### config.mk
export PLATFORM = sky130hd
export DESIGN_NAME = hub_special_case_pipe
export DESIGN_NICKNAME = d
export VERILOG_FILES = /design/src/rtl/hub_special_case_pipe.sv
export SDC_FILE = /design/constraint.sdc
export NUM_CORES = 1
export LEC_CHECK = 0
export CAP_MARGIN = 5
export CORE_AREA = 5 5 72 74
export CTS_CLUSTER_SIZE = 30
export DETAILED_ROUTE_END_ITERATION = 10
export DIE_AREA = 0 0 77 79
export PLACE_DENSITY = 0.84
export SYNTH_ARGS = -nofsm -noshare
export SYNTH_HDL_FRONTEND = slang
export SYNTH_SLANG_ARGS = --single-unit
### constraint.sdc
create_clock -name clk -period 3.1 [get_ports clk]
set_clock_uncertainty 0.15 [all_clocks]
set_input_delay 0.465 -clock clk [delete_from_list [all_inputs] [get_ports clk]]
set_output_delay 0.465 -clock clk [all_outputs]
set_load 0.01 [all_outputs]
### src/rtl/hub_special_case_pipe.sv
// hub_special_case_pipe
//   Two-stage pipeline that classifies a pair of HUB floating-point operands
//   and works out the special-case product. When the product can be given
//   without the main multiplier, bypass=1 and sc_result holds that product.
//   Special cases: inf, zero and (optionally) +/-1.
//
//   Optional feature: define HUB_SC_ONE_DETECT_EN to enable detection of
//   +/-1 operands (class codes 5/6) and the "multiply by one" shortcuts.
//   When it is undefined, +/-1 operands classify as 0 (none).
//
// Ports
//   clk, rst            clock, synchronous active-high reset
//   in_valid/in_ready   input handshake for X, Y, in_tag
//   X, Y                HUB operands, sign at MSB
//   in_tag              opaque tag carried with the pair
//   out_valid/out_ready output handshake
//   x_case, y_case      class codes: 0 none, 1 +inf, 2 -inf, 3 +0, 4 -0,
//                       5 +1, 6 -1
//   bypass, invalid_op  special result valid / inf*zero detected
//   sc_result           special product (0 when bypass=0)
//   out_tag             tag of the output entry
//
// Handshake: a transfer happens on a rising edge where valid && ready are
// both 1. A source holding valid keeps its payload stable until the transfer
// happens. in_ready never depends on in_valid. While out_valid=1 and
// out_ready=0, every output holds.
module hub_special_case_pipe #(
    parameter int M     = 23,
    parameter int E     = 8,
    parameter int TAG_W = 4
) (
    input  logic             clk,
    input  logic             rst,
    input  logic             in_valid,
    output logic             in_ready,
    input  logic [E+M:0]     X,
    input  logic [E+M:0]     Y,
    input  logic [TAG_W-1:0] in_tag,
    output logic             out_valid,
    input  logic             out_ready,
    output logic [2:0]       x_case,
    output logic [2:0]       y_case,
    output logic             bypass,
    output logic             invalid_op,
    output logic [E+M:0]     sc_result,
    output logic [TAG_W-1:0] out_tag
);

    localparam int W = E + M + 1;

    localparam logic [2:0] CASE_NONE = 3'd0;
    localparam logic [2:0] CASE_PINF = 3'd1;
    localparam logic [2:0] CASE_NINF = 3'd2;
    localparam logic [2:0] CASE_PZER = 3'd3;
    localparam logic [2:0] CASE_NZER = 3'd4;
`ifdef HUB_SC_ONE_DETECT_EN
    localparam logic [2:0] CASE_PONE = 3'd5;
    localparam logic [2:0] CASE_NONE1 = 3'd6;
`endif

    // Classify one operand from its magnitude bits; sign picks +/- code.
    function automatic logic [2:0] classify(input logic [W-1:0] v);
        logic [W-2:0] mag;
        mag = v[W-2:0];
        classify = CASE_NONE;
        if (&mag)
            classify = v[W-1] ? CASE_NINF : CASE_PINF;
        else if (mag == '0)
            classify = v[W-1] ? CASE_NZER : CASE_PZER;
`ifdef HUB_SC_ONE_DETECT_EN
        else if (mag == {1'b1, {(W-2){1'b0}}})
            classify = v[W-1] ? CASE_NONE1 : CASE_PONE;
`endif
    endfunction

    // Stage 1 registers
    logic             s1_valid;
    logic [2:0]       s1_xc;
    logic [2:0]       s1_yc;
    logic             s1_s;
    logic [TAG_W-1:0] s1_tag;
`ifdef HUB_SC_ONE_DETECT_EN
    logic [W-2:0]     s1_xm;
    logic [W-2:0]     s1_ym;
`endif

    // Stage 2 (output) registers
    logic             s2_valid;
    logic [2:0]       s2_xc;
    logic [2:0]       s2_yc;
    logic             s2_bypass;
    logic             s2_inv;
    logic [W-1:0]     s2_res;
    logic [TAG_W-1:0] s2_tag;

    // Pipeline advance: stage 2 loads when empty or drained this cycle;
    // stage 1 advances when stage 2 takes its entry or it is empty.
    logic ld2;
    logic adv1;
    assign ld2      = out_ready || !s2_valid;
    assign adv1     = ld2 || !s1_valid;
    assign in_ready = !rst && adv1;

    // Resolution of the stage-1 entry, first matching rule wins.
    logic         x_inf, y_inf, x_zero, y_zero;
    logic         r_bypass;
    logic         r_inv;
    logic [W-1:0] r_res;

    assign x_inf  = (s1_xc == CASE_PINF) || (s1_xc == CASE_NINF);
    assign y_inf  = (s1_yc == CASE_PINF) || (s1_yc == CASE_NINF);
    assign x_zero = (s1_xc == CASE_PZER) || (s1_xc == CASE_NZER);
    assign y_zero = (s1_yc == CASE_PZER) || (s1_yc == CASE_NZER);

    always_comb begin
        r_bypass = 1'b0;
        r_inv    = 1'b0;
        r_res    = '0;
        if ((x_inf && y_zero) || (y_inf && x_zero)) begin
            r_bypass = 1'b1;
            r_inv    = 1'b1;
            r_res    = {s1_s, {(W-1){1'b1}}};
        end else if (x_inf || y_inf) begin
            r_bypass = 1'b1;
            r_res    = {s1_s, {(W-1){1'b1}}};
        end else if (x_zero || y_zero) begin
            r_bypass = 1'b1;
            r_res    = {s1_s, {(W-1){1'b0}}};
`ifdef HUB_SC_ONE_DETECT_EN
        end else if ((s1_xc == CASE_PONE) || (s1_xc == CASE_NONE1)) begin
            r_bypass = 1'b1;
            r_res    = {s1_s, s1_ym};
        end else if ((s1_yc == CASE_PONE) || (s1_yc == CASE_NONE1)) begin
            r_bypass = 1'b1;
            r_res    = {s1_s, s1_xm};
`endif
        end
    end

    always_ff @(posedge clk) begin
        if (rst) begin
            s1_valid  <= 1'b0;
            s1_xc     <= '0;
            s1_yc     <= '0;
            s1_s      <= 1'b0;
            s1_tag    <= '0;
`ifdef HUB_SC_ONE_DETECT_EN
            s1_xm     <= '0;
            s1_ym     <= '0;
`endif
            s2_valid  <= 1'b0;
            s2_xc     <= '0;
            s2_yc     <= '0;
            s2_bypass <= 1'b0;
            s2_inv    <= 1'b0;
            s2_res    <= '0;
            s2_tag    <= '0;
        end else begin
            if (ld2) begin
                s2_valid  <= s1_valid;
                s2_xc     <= s1_xc;
                s2_yc     <= s1_yc;
                s2_bypass <= r_bypass;
                s2_inv    <= r_inv;
                s2_res    <= r_res;
                s2_tag    <= s1_tag;
            end
            if (adv1) begin
                s1_valid <= in_valid;
                if (in_valid) begin
                    s1_xc  <= classify(X);
                    s1_yc  <= classify(Y);
                    s1_s   <= X[W-1] ^ Y[W-1];
                    s1_tag <= in_tag;
`ifdef HUB_SC_ONE_DETECT_EN
                    s1_xm  <= X[W-2:0];
                    s1_ym  <= Y[W-2:0];
`endif
                end
            end
        end
    end

    assign out_valid  = s2_valid;
    assign x_case     = s2_xc;
    assign y_case     = s2_yc;
    assign bypass     = s2_bypass;
    assign invalid_op = s2_inv;
    assign sc_result  = s2_res;
    assign out_tag    = s2_tag;

endmodule

==> flow_metrics.py <==
metrics = {
    "clocking": {
        "clk_pin_slew_ns": 0.09,
        "cts_made_buffers": 3,
        "cts_buffer_depth": 2,
        "worstSkewPairLatency_ns": 0.27,
        "cts_tree": "done",
        "cts_resized": 0,
        "cts-root-buf": "clkbuf_8",
        "cts_sinks": 27,
        "cts-htree-levels": 1,
        "ctsHoldBuffers": 0,
        "postCtsSetupBuffers": 0,
    },
    "layout": {
        "layout-drive-gt1-share_pct": 3.40,
        "regArea_um2": 541,
        "fin_nets": 367,
        "syn2layout_area_growth_pct": 66.3,
        "fillers": 429,
        "layout_common_cells": "117 x clkdlybuf4s50_1, 40 x nand2_1, 27 x dfxtp_1, 22 x a21oi_1, 16 x nand4_1",
        "final_common_cell": "clkdlybuf4s50_1",
        "multi_input_area_um2": 782,
        "antennaDiodeCount": 0,
    },
    "route": {
        "vias": 1784,
        "ant_nets": 0,
        "vias_per_cell": 5.13,
        "wl_per_cell_um": 12.9,
        "first_pass_iters": 4,
        "drc": 0,
        "drt_iter0_drc": 79,
        "drt_wl_total_mm": 4.50,
    },
    "power": {
        "ir_worst_vdd_uv": 194,
        "p_leak_uw": 0.000869,
        "pwr_density_cell_nw_per_um2": 305,
    },
    "critical_path": {
        "critPathLaunch": "sc_result[30]$_SDFFE_PP0P_",
        "criticalPathCategory": "reg2out",
        "reg2reg_from": "out_valid$_SDFFE_PP0P_",
        "slowest_stage": "dfxtp_1",
        "critPathArrivalTime_ns": 1.81,
        "slowest_delay_ns": 0.86,
        "worst-r2r-cell-count": 6,
        "start_kind": "flop",
        "required_ns": 2.48,
        "path_buf_inv": 1,
        "cp_max_fo": 32,
        "rr_endpoint": "s1_xc[1]$_SDFFE_PP0P_",
        "r2r_setup_slack_ns": 1.39,
        "crit_path_end_kind": "output port",
        "cp_top_family": "flip-flops",
        "path_cells": "clkdlybuf4s50_1",
    },
    "sta": {
        "finalCritPeriodShare_pct": 78.3,
        "setup-tns-final_ns": 0,
        "setup-violations-final": 0,
        "tightest_slew_ns": 0.810,
        "final_hold_viol_count": 0,
        "rsz0062_at_grt": "false",
        "period_needed_ns": 2.43,
        "slew-limit-headroom_pct": 45.9,
        "hold_slack_ns": 0.305,
        "maxSlewViolCount": 0,
        "fmax_mhz": 412,
    },
    "synthesis": {
        "synth_top_family_by_area": "simple AND/OR/NAND/NOR gates",
        "synth_compound_area_share_pct": 12.8,
        "ys_dominant_reg_cell": "dfxtp_1",
        "synthesis.area_um2": 1580,
        "synth_cells": 208,
        "synth_xor_area_share_pct": 1.66,
        "seq_area_frac_synth_pct": 34.2,
        "synth-seq-cells": 27,
        "syn_avg_cell_area_um2": 7.60,
        "synth.area.mux_share_pct": 0,
        "synthSimpleGateAreaFrac_pct": 35.0,
        "synthAdderAreaFrac_pct": 0,
        "synth_warnings": 0,
        "synth_cell_types": 32,
        "syn_nets": 280,
        "async_reset_ff_share_pct": 0,
        "synth_edf_count": 0,
    },
    "grt": {
        "grt_usage_pct": 14.1,
        "antenna_found_initial": 0,
        "grt_pass1_wl_mm": 7.11,
        "overflow": 0,
        "grt_pass1_vias": 1725,
        "grt_max_degree": 33,
    },
    "worst_hold_path": {
        "hp-start": "out_tag[1]$_SDFFE_PP0P_",
        "worstHoldEndpoint": "out_tag[1]$_SDFFE_PP0P_",
        "whs_path_depth": 2,
        "min_path_type": "reg2reg",
    },
    "place": {
        "port_buffers": 117,
        "gp_congestion": 0.796,
        "hpwl_mm": 3.84,
    },
    "run": {
        "max_cap_viol_count": 0,
    },
    "floorplan": {
        "start_util_pct": 34.9,
        "die_y_um": 79,
        "dieArea_um2": 6080,
        "core-area_um2": 4540,
        "pin_count": 118,
        "row_count": 25,
        "chipWidth_um": 77,
    },
    "run_status": {
        "status": "finished clean",
    },
}
## cells by family (layout without fill, tap and decap cells)
kind of cell / Yosys count / in the layout
xor+xnor: 3 / 3
compound gates: 34 / 34
simple gates: 105 / 105
buf+inv: 39 / 125
flops: 27 / 27
## registers in the layout, summed over array words and instances (netlist names)
signal	flops
out_tag	4
y_case	3
invalid_op	1
sc_result	2
bypass	1
x_case	3
s1_xc	3
out_valid	1
s1_s	1
s1_yc	3
s1_tag	4
s1_valid	1
## synth_stat cells, types with 2 or more instances
library cell,count,share of area (%)
nand2_1,40,9.5
buf_4,30,14
dfxtp_1,27,34
a21oi_1,22,7.0
nand4_1,16,6.3
nor4_1,14,5.5
nor2_1,13,3.1
clkbuf_1,6,1.4
a311oi_1,3,1.7
nand2b_1,3,1.2
nand3_1,3,0.95
o211ai_1,3,1.4
and2_1,2,0.79
and4_1,2,1.1
inv_1,2,0.47
nand4_2,2,1.6
nor3_1,2,0.63
nor4_2,2,1.6
or4_1,2,0.95
xnor2_1,2,1.1
## worst reg2reg max path: cells and delay by family, from the launching register on
family,cells,cell delay (ns)
AOI/OAI and AO/OA,1,0.24
buffers and inverters,1,0.18
DFF,1,0.33
and+or+nand+nor,4,0.73
## stage by stage
step / util, % / std cells / cell area (um^2) / power [uW] / setup slack (ns)
after detailed placement: 57.0 / 344 / 2580 / 617 / 0.552
after global routing: 58.0 / 348 / 2630 / 840 / 0.517
after floorplan: - / 208 / 1580 / 475 / 1.19
after global placement: 57.0 / 344 / 2580 / 611 / 0.595
after CTS: 58.0 / 348 / 2630 / 811 / 0.609
final: 58.0 / 348 / 2630 / 802 / 0.674
## area by class of cell
cell class                 count  share of cell area (%)
inverter                       2                   0.285
sequential                    27                    20.6
timing repair buffer         119                    45.1
tap                           54                    2.57
multi-input combinational    142                    29.7
clock inverter                 1                   0.190
clock buffer                   3                    1.57
## power breakdown
| part | leakage [uW] | total (uW) | internal [uW] | switching, uW |
|---|---|---|---|---|
| combinational | 0.000623 | 234 | 152 | 82.1 |
| sequential | 0.000220 | 372 | 359 | 13.3 |
| clock | 0.0000255 | 195 | 90.0 | 105 |
| total | 0.000869 | 802 | 601 | 201 |
## how the worst max path moves through the flow
| stage | endpoint | slack [ns] | depth (start not counted) |
|---|---|---|---|
| 2_1_floorplan | s1_xc[1]$_SDFFE_PP0P_ | 1.19 | 5 |
| 3_5_place_dp | s1_yc[1]$_SDFFE_PP0P_ | 0.55 | 6 |
| 5_1_grt | sc_result[30] | 0.52 | 1 |
| 3_3_place_gp | s1_yc[1]$_SDFFE_PP0P_ | 0.59 | 6 |
| 6_report | sc_result[3] | 0.67 | 1 |
| 4_1_cts | sc_result[3] | 0.61 | 1 |
## per-layer routing
layer  vias up  part of all wire (%)  global-route usage, %
met5         -                     0                      0
met4         0                   2.1                   5.67
met3         9                    13                   4.76
met2       104                    48                   27.3
met1       777                    36                   13.4
li1        894                     -                      -
Note: power is estimated with default switching activity, not from simulation.
